**src/rtl/uc_control_seq.sv**
```systemverilog
// Sequenced control unit for the microc datapath: opcode decode plus RUN/PAUSE/HALT
// sequencing, single-step support, a sticky illegal-opcode flag and a saturating
// retired-instruction counter.
module uc_control_seq #(
    parameter int CNT_W = 16
) (
    input  logic             clk,
    input  logic             reset,
    input  logic [5:0]       Opcode,
    input  logic             zero,
    input  logic             step_mode,
    input  logic             resume,
    output logic             s_inc,
    output logic             s_inm,
    output logic             we,
    output logic             wez,
    output logic [2:0]       ALUOp,
    output logic             pc_en,
    output logic             halted,
    output logic             paused,
    output logic             illegal,
    output logic [CNT_W-1:0] instr_count
);

    typedef enum logic [1:0] {
        RUN   = 2'd0,
        PAUSE = 2'd1,
        HALT  = 2'd2
    } state_t;

    state_t           state_q, state_d;
    logic             illegal_q, illegal_d;
    logic [CNT_W-1:0] cnt_q, cnt_d;
    logic             exec, skip, op_halt, op_ill;

    always_comb begin
        exec    = (state_q == RUN) || ((state_q == PAUSE) && resume);
        skip    = (state_q == HALT) && resume;
        op_halt = (Opcode == 6'b000111);
        // Everything in 001000..011111 is undefined.
        op_ill  = ~Opcode[5] & (Opcode[4] | Opcode[3]);

        s_inc     = 1'b1;
        s_inm     = 1'b0;
        we        = 1'b0;
        wez       = 1'b0;
        ALUOp     = 3'b000;
        pc_en     = 1'b0;
        state_d   = state_q;
        illegal_d = illegal_q;
        cnt_d     = cnt_q;

        if (exec) begin
            pc_en = ~op_halt;
            if (Opcode[5]) begin
                we    = 1'b1;
                wez   = 1'b1;
                ALUOp = Opcode[4:2];
            end else if (Opcode[4:2] == 3'b000) begin
                we    = 1'b1;
                s_inm = 1'b1;
            end else if (Opcode[4:2] == 3'b001) begin
                case (Opcode[1:0])
                    2'b00:   s_inc = 1'b0;
                    2'b01:   s_inc = ~zero;
                    2'b10:   s_inc = zero;
                    default: s_inc = 1'b1;
                endcase
            end
            if (op_ill) begin
                illegal_d = 1'b1;
            end
            if (cnt_q != '1) begin
                cnt_d = cnt_q + CNT_W'(1);
            end
            state_d = op_halt ? HALT : (step_mode ? PAUSE : RUN);
        end else if (skip) begin
            // Skip cycle: advance the PC past the HALT word without counting it.
            pc_en   = 1'b1;
            state_d = step_mode ? PAUSE : RUN;
        end

        if (!reset) begin
            s_inc = 1'b1;
            s_inm = 1'b0;
            we    = 1'b0;
            wez   = 1'b0;
            ALUOp = 3'b000;
            pc_en = 1'b0;
        end
    end

    always_ff @(posedge clk or negedge reset) begin
        if (!reset) begin
            state_q   <= RUN;
            illegal_q <= 1'b0;
            cnt_q     <= '0;
        end else begin
            state_q   <= state_d;
            illegal_q <= illegal_d;
            cnt_q     <= cnt_d;
        end
    end

    assign halted      = reset && (state_q == HALT);
    assign paused      = reset && (state_q == PAUSE);
    assign illegal     = illegal_q;
    assign instr_count = cnt_q;

endmodule

```
**config.mk**
```make
export PLATFORM = sky130hd
export DESIGN_NAME = uc_control_seq
export DESIGN_NICKNAME = d
export VERILOG_FILES = /design/src/rtl/uc_control_seq.sv
export SDC_FILE = /design/constraint.sdc
export NUM_CORES = 1
export LEC_CHECK = 0
export ABC_CLOCK_PERIOD_IN_PS = 1900
export CAP_MARGIN = 20
export CORE_MARGIN = 3
export CORE_UTILIZATION = 45
export DETAILED_ROUTE_END_ITERATION = 16
export PLACE_DENSITY = 0.79
export RECOVER_POWER = 50
export SLEW_MARGIN = 5
export SYNTH_ARGS = -nofsm -noshare
export SYNTH_HDL_FRONTEND = slang
export SYNTH_SLANG_ARGS = --single-unit
```
**constraint.sdc**
```tcl
create_clock -name clk -period 1.9 [get_ports clk]
set_input_delay 0.19 -clock clk [delete_from_list [all_inputs] [get_ports clk]]
set_output_delay 0.19 -clock clk [all_outputs]
set_load 0.01 [all_outputs]
```
Word level (Yosys, flattened, before mapping)
Cells that the tools add are included.

storage, ports and cells
  word-level logic and storage cells = 53
  bits of input ports = 11
  register bits = 19
  output and inout port bits = 27

operators by class
  equality and inequality tests = 7
  $add $sub $neg = 1
  mux-type cells = 26
  bitwise gates (word level) = 5
  reduce and logical (&&, ||, !) cells = 11

operators with widths
  cell                                           count
  two-way mux 1 bit                              19
  adder 16 x 1 -> 16 bit, second input constant  1
  != test 16 bit, second input constant          1
  two-way mux 3 bit                              3
  == test 6 x 3 -> 1 bit, second input constant  1
  two-way mux 2 bit                              3
  == test 2 x 1 -> 1 bit, second input constant  2
  == test 2 bit, second input constant           2
  logical AND 1 bit                              4
  zero test 2 bit                                2
  AND reduction 2 bit                            2
  == test 3 x 1 -> 1 bit, second input constant  1
  zero test 3 bit                                1
  inverter 1 bit                                 3
  case mux 1 bit (3 select lines)                1
  nonzero test 2 bit                             1
  AND 1 bit                                      1
  logical OR 1 bit                               1
  bitwise OR 1 bit                               1

Logic depth before layout (Yosys ltp)
  depth after elaboration = 7
  depth in mapped cells = 5
  gate-level depth less buffers = 5

Worst setup path after synthesis
No wires, ideal clock.

  kind = flip-flop to flip-flop
  start = register cnt_q[0], in the netlist instr_count[0]
  end = register cnt_q[14], in the netlist instr_count[14]
  cell stages (with the launch flop) = 6
  clock period less this slack = 1.644 ns
  arrival = 1.519 ns
  slack = 0.256 ns
  library setup time = 0.125 ns
  path through = dfrtp_1 ha_1 nand3_1 nor4_4 nand3_2 mux2_4

on the way
  word-level cells in the longest chain between the ends = 2

RTL lines
  what                                                            RTL line  source
  start, declared                                                 33        logic [CNT_W-1:0] cnt_q, cnt_d;
  start signal, assigned                                          101       cnt_q <= cnt_d;
  branches (longest 2 deep; another with adder 16 x 1 -> 16 bit)  n/a

Parallel ways; which one is timed is not known.
A chain may end at the register's enable or synchronous reset.

Worst setup path in the final report
  start = register state_q[0]
  end = output ALUOp[1]

on the way
  word-level cells in the longest chain between the ends = 5

RTL lines
  what                    RTL line  source
  start, declared         31        state_t state_q, state_d;
  start signal, assigned  99        state_q <= state_d;
  == test 2 x 1 -> 1 bit  37        exec = (state_q == RUN) || ((state_q == PAUSE) && resume);
  logical AND 1 bit       37
  logical OR 1 bit *      37
  two-way mux 3 bit *     53        if (exec) begin
  two-way mux 3 bit *     83        if (!reset) begin
  end, declared           17        output logic [2:0] ALUOp,

Every way passes the cells marked *; elsewhere a longest branch is shown, timed or not.

==> flow_metrics.tcl <==
set metrics [dict create \
    status "finished with violations" \
    violations "hold timing" \
    start_util 0.491 \
    clockPowerShare 0.130 \
    hp-class "primary input to asynchronous set/reset pin" \
    critPathMaxFanout 4 \
    htreeDepth 1 \
    placed_cell_area_um2 1610 \
    synth_cell_type_count 36 \
    critPathLaunchType "flop" \
    critical_path.top_delay_family "simple AND/OR/NAND/NOR gates" \
    clk_latency_ns 0.30 \
    path_buf_inv 2 \
    period_needed_ns 1.84 \
    arrival_ns 1.65 \
    cp-end-kind "output port" \
    synth_edf_count 0 \
    antenna_left 0 \
    cts_tree "yes" \
    n_antenna_cell 0 \
    grt_usage 0.185 \
    grt_max_degree 12 \
    clkTransAtPathRegs_ns 0.12 \
    area_growth_pct 49.4 \
    die_w_um 55.8 \
    clockBufferDepth 2 \
    synth_area_um2 1120 \
    drt_first_pass_iters 6 \
    synthMostInstantiatedCell "dfrtp_1" \
    rsz0062_at_grt "true" \
    ir_worst_vdd_mv 0.652 \
    postSynth.topFlopCell "dfrtp_1" \
    cts_made_buffers 3 \
    comb_power_share 0.478 \
    port_buffers 37 \
    final_nets 175 \
    grt-ovfl-total 0 \
    maxCapViolations 0 \
    chipHeight_um 55.8 \
    synth_common_cells "dfrtp_1, nand3_1, xnor2_1" \
    ys_ff_latch 19 \
    synth_top_area_cell "dfrtp_1" \
    cpMaxStageDelayCell "dfrtp_1" \
    crit_chain "nor2b_2 -> nor2_2 -> buf_4 -> and3_4 -> and2_1 -> clkdlybuf4s15_1" \
    cp.required_ns 1.71 \
    ios 38 \
    clock.fmax_mhz 543 \
    grt_antenna_before_repair 0 \
    seqPwrFrac 0.391 \
    drive_above_1_share 0.272 \
    setup_violations 0 \
    critPathKind "flop to output port" \
    cts_sinks 19 \
    dp_hpwl_um 2130 \
    cts_root_buf "clkbuf_4" \
    synthCells 106 \
    cpPeakStageDelay_ns 0.40 \
    avgSynthCellArea_um2 10.5 \
    cellLeakagePower_nw 0.777 \
    wirelength_um 2770 \
    drt_iter0_markers 19 \
    vias 1017 \
    cellPowerDensity_nw_per_um2 961 \
    core_um2 2280 \
    ys_seq_area_frac 0.426 \
    core.rowCount 17 \
    swShare 0.375 \
    grt_pass1_wl_um 4630 \
    final_cell_area_um2 1670 \
    whs_ns -0.0185 \
    synthTopCellsByArea "dfrtp_1, xnor2_1, nand3_1" \
    drv_slew 0 \
    relSlewSlack 0.781 \
    synth_nets 118 \
    gp_congestion 0.749 \
    final-hold-violation-count 15 \
    post_drt_wl_per_cell_um 14.6 \
    switchingPower_mw 0.602 \
    ys_warn_count 0 \
    async_flop_share 1.00 \
    clock_skew_ns 0.0154 \
    reg2reg_slack_ns 0.10 \
    die-area_um2 3120 \
    worstMarginPinSlew_ns 0.326 \
    grt_pass1_vias 1014 \
    synth_top_area_frac 0.426 \
    drc 0 \
    fin_crit_sh 0.969 \
    via_per_inst 5.35 \
    p_int_mw 1.00 \
]
-- timing repair --
action / 4_1_cts / 5_1_grt
endpoints found under the setup margin: 8 / 4
pin swaps: 0 / 1
cloned: 0 / 0
gates resized for setup: 10 / 14
hold buffers: 0 / 1
endpoints found under the hold margin: 0 / 2
buffers inserted: 1 / 1
-- state kept, by name (all words and copies together), names as in the netlist --
register	flops
illegal	1
instr_count	16
state_q	2
-- cells in the final DEF (no fill, tap or decap), types with 2 or more instances in the layout --
master and count:
and4_1 2, nand2_1 5, a31oi_2 2, nor2_1 4
clkdlybuf4s50_1 27, and2_1 4, dlygate4sd2_1 2, dfrtp_1 19
clkdlybuf4s15_1 2, dlymetal6s2s_1 2, buf_4 16, clkbuf_4 3
mux2_4 3, nand3_1 11, a31oi_1 2, nand2b_1 3
clkbuf_2 4, nor4_4 2, and3_1 5, inv_1 2
xnor2_1 8, a21oi_1 5, nor3_1 3, nand4_1 4
and3_4 2
-- kinds of logic (layout without fill, tap and decap cells) --
kind of cell | after synthesis | in the layout | synth area share
DFF | 19 | 19 | 0.426
muxes | 4 | 4 | 0.0493
xor gates and xnor gates | 9 | 9 | 0.0706
AOI/OAI and AO/OA | 13 | 13 | 0.0750
buffers and inverters | 4 | 60 | 0.0213
adders and majority gates | 1 | 1 | 0.0112
and+or+nand+nor | 56 | 56 | 0.347
-- path summary, 6_finish.rpt --
| path | start | endpoint | cells after the start |
|---|---|---|---|
| setup / recovery | state_q[0] | ALUOp[1] | 6 |
| hold / removal | reset | instr_count[13] | 2 |
| setup reg to reg | instr_count[1] | instr_count[1] | 5 |
| hold reg to reg | illegal | illegal | 1 |
| max in group asynchronous | reset | state_q[1] | 3 |
| min in group clk | illegal | illegal | 1 |
-- power by group through the flow --
| stage | sequential [mW] | combinational [mW] | clock (mW) |
|---|---|---|---|
| finish | 0.628 | 0.767 | 0.209 |
| global route | 0.648 | 0.829 | 0.234 |
| CTS | 0.626 | 0.749 | 0.212 |
| detailed placement | 0.634 | 0.743 | 0 |
| global placement | 0.623 | 0.720 | 0 |
| floorplan | 0.643 | 0.353 | 0 |
-- per-layer routing --
metal  global-route usage  up-vias  wire length, um
met5                    0        -                0
met4               0.0475        0                0
met3               0.0510        0              190
met2                0.328       30             1440
met1                0.219      484             1140
li1                     -      503                -
-- through the flow --
step                      setup WS (ns)   util  setup TNS [ns]  std cells  total power, mW
after floorplan                   0.256      -               0        106            0.995
after global placement           -0.120  0.708          -0.476        183             1.34
after detailed placement         -0.192  0.708          -0.529        183             1.38
after CTS                        0.0192  0.723               0        188             1.59
after global routing            -0.0259  0.733         -0.0268        190             1.71
final                            0.0593  0.733               0        190             1.60
-- cell type report --
type,count,area [um2]
Multi-Input combinational cell,83,641
Fill cell,174,607
Timing Repair Buffer,54,483
Sequential cell,19,475
Tap cell,28,35.0
Clock buffer,3,22.5
Inverter,2,7.51
Clock inverter,1,5.00
(Power assumes the default switching activity.)
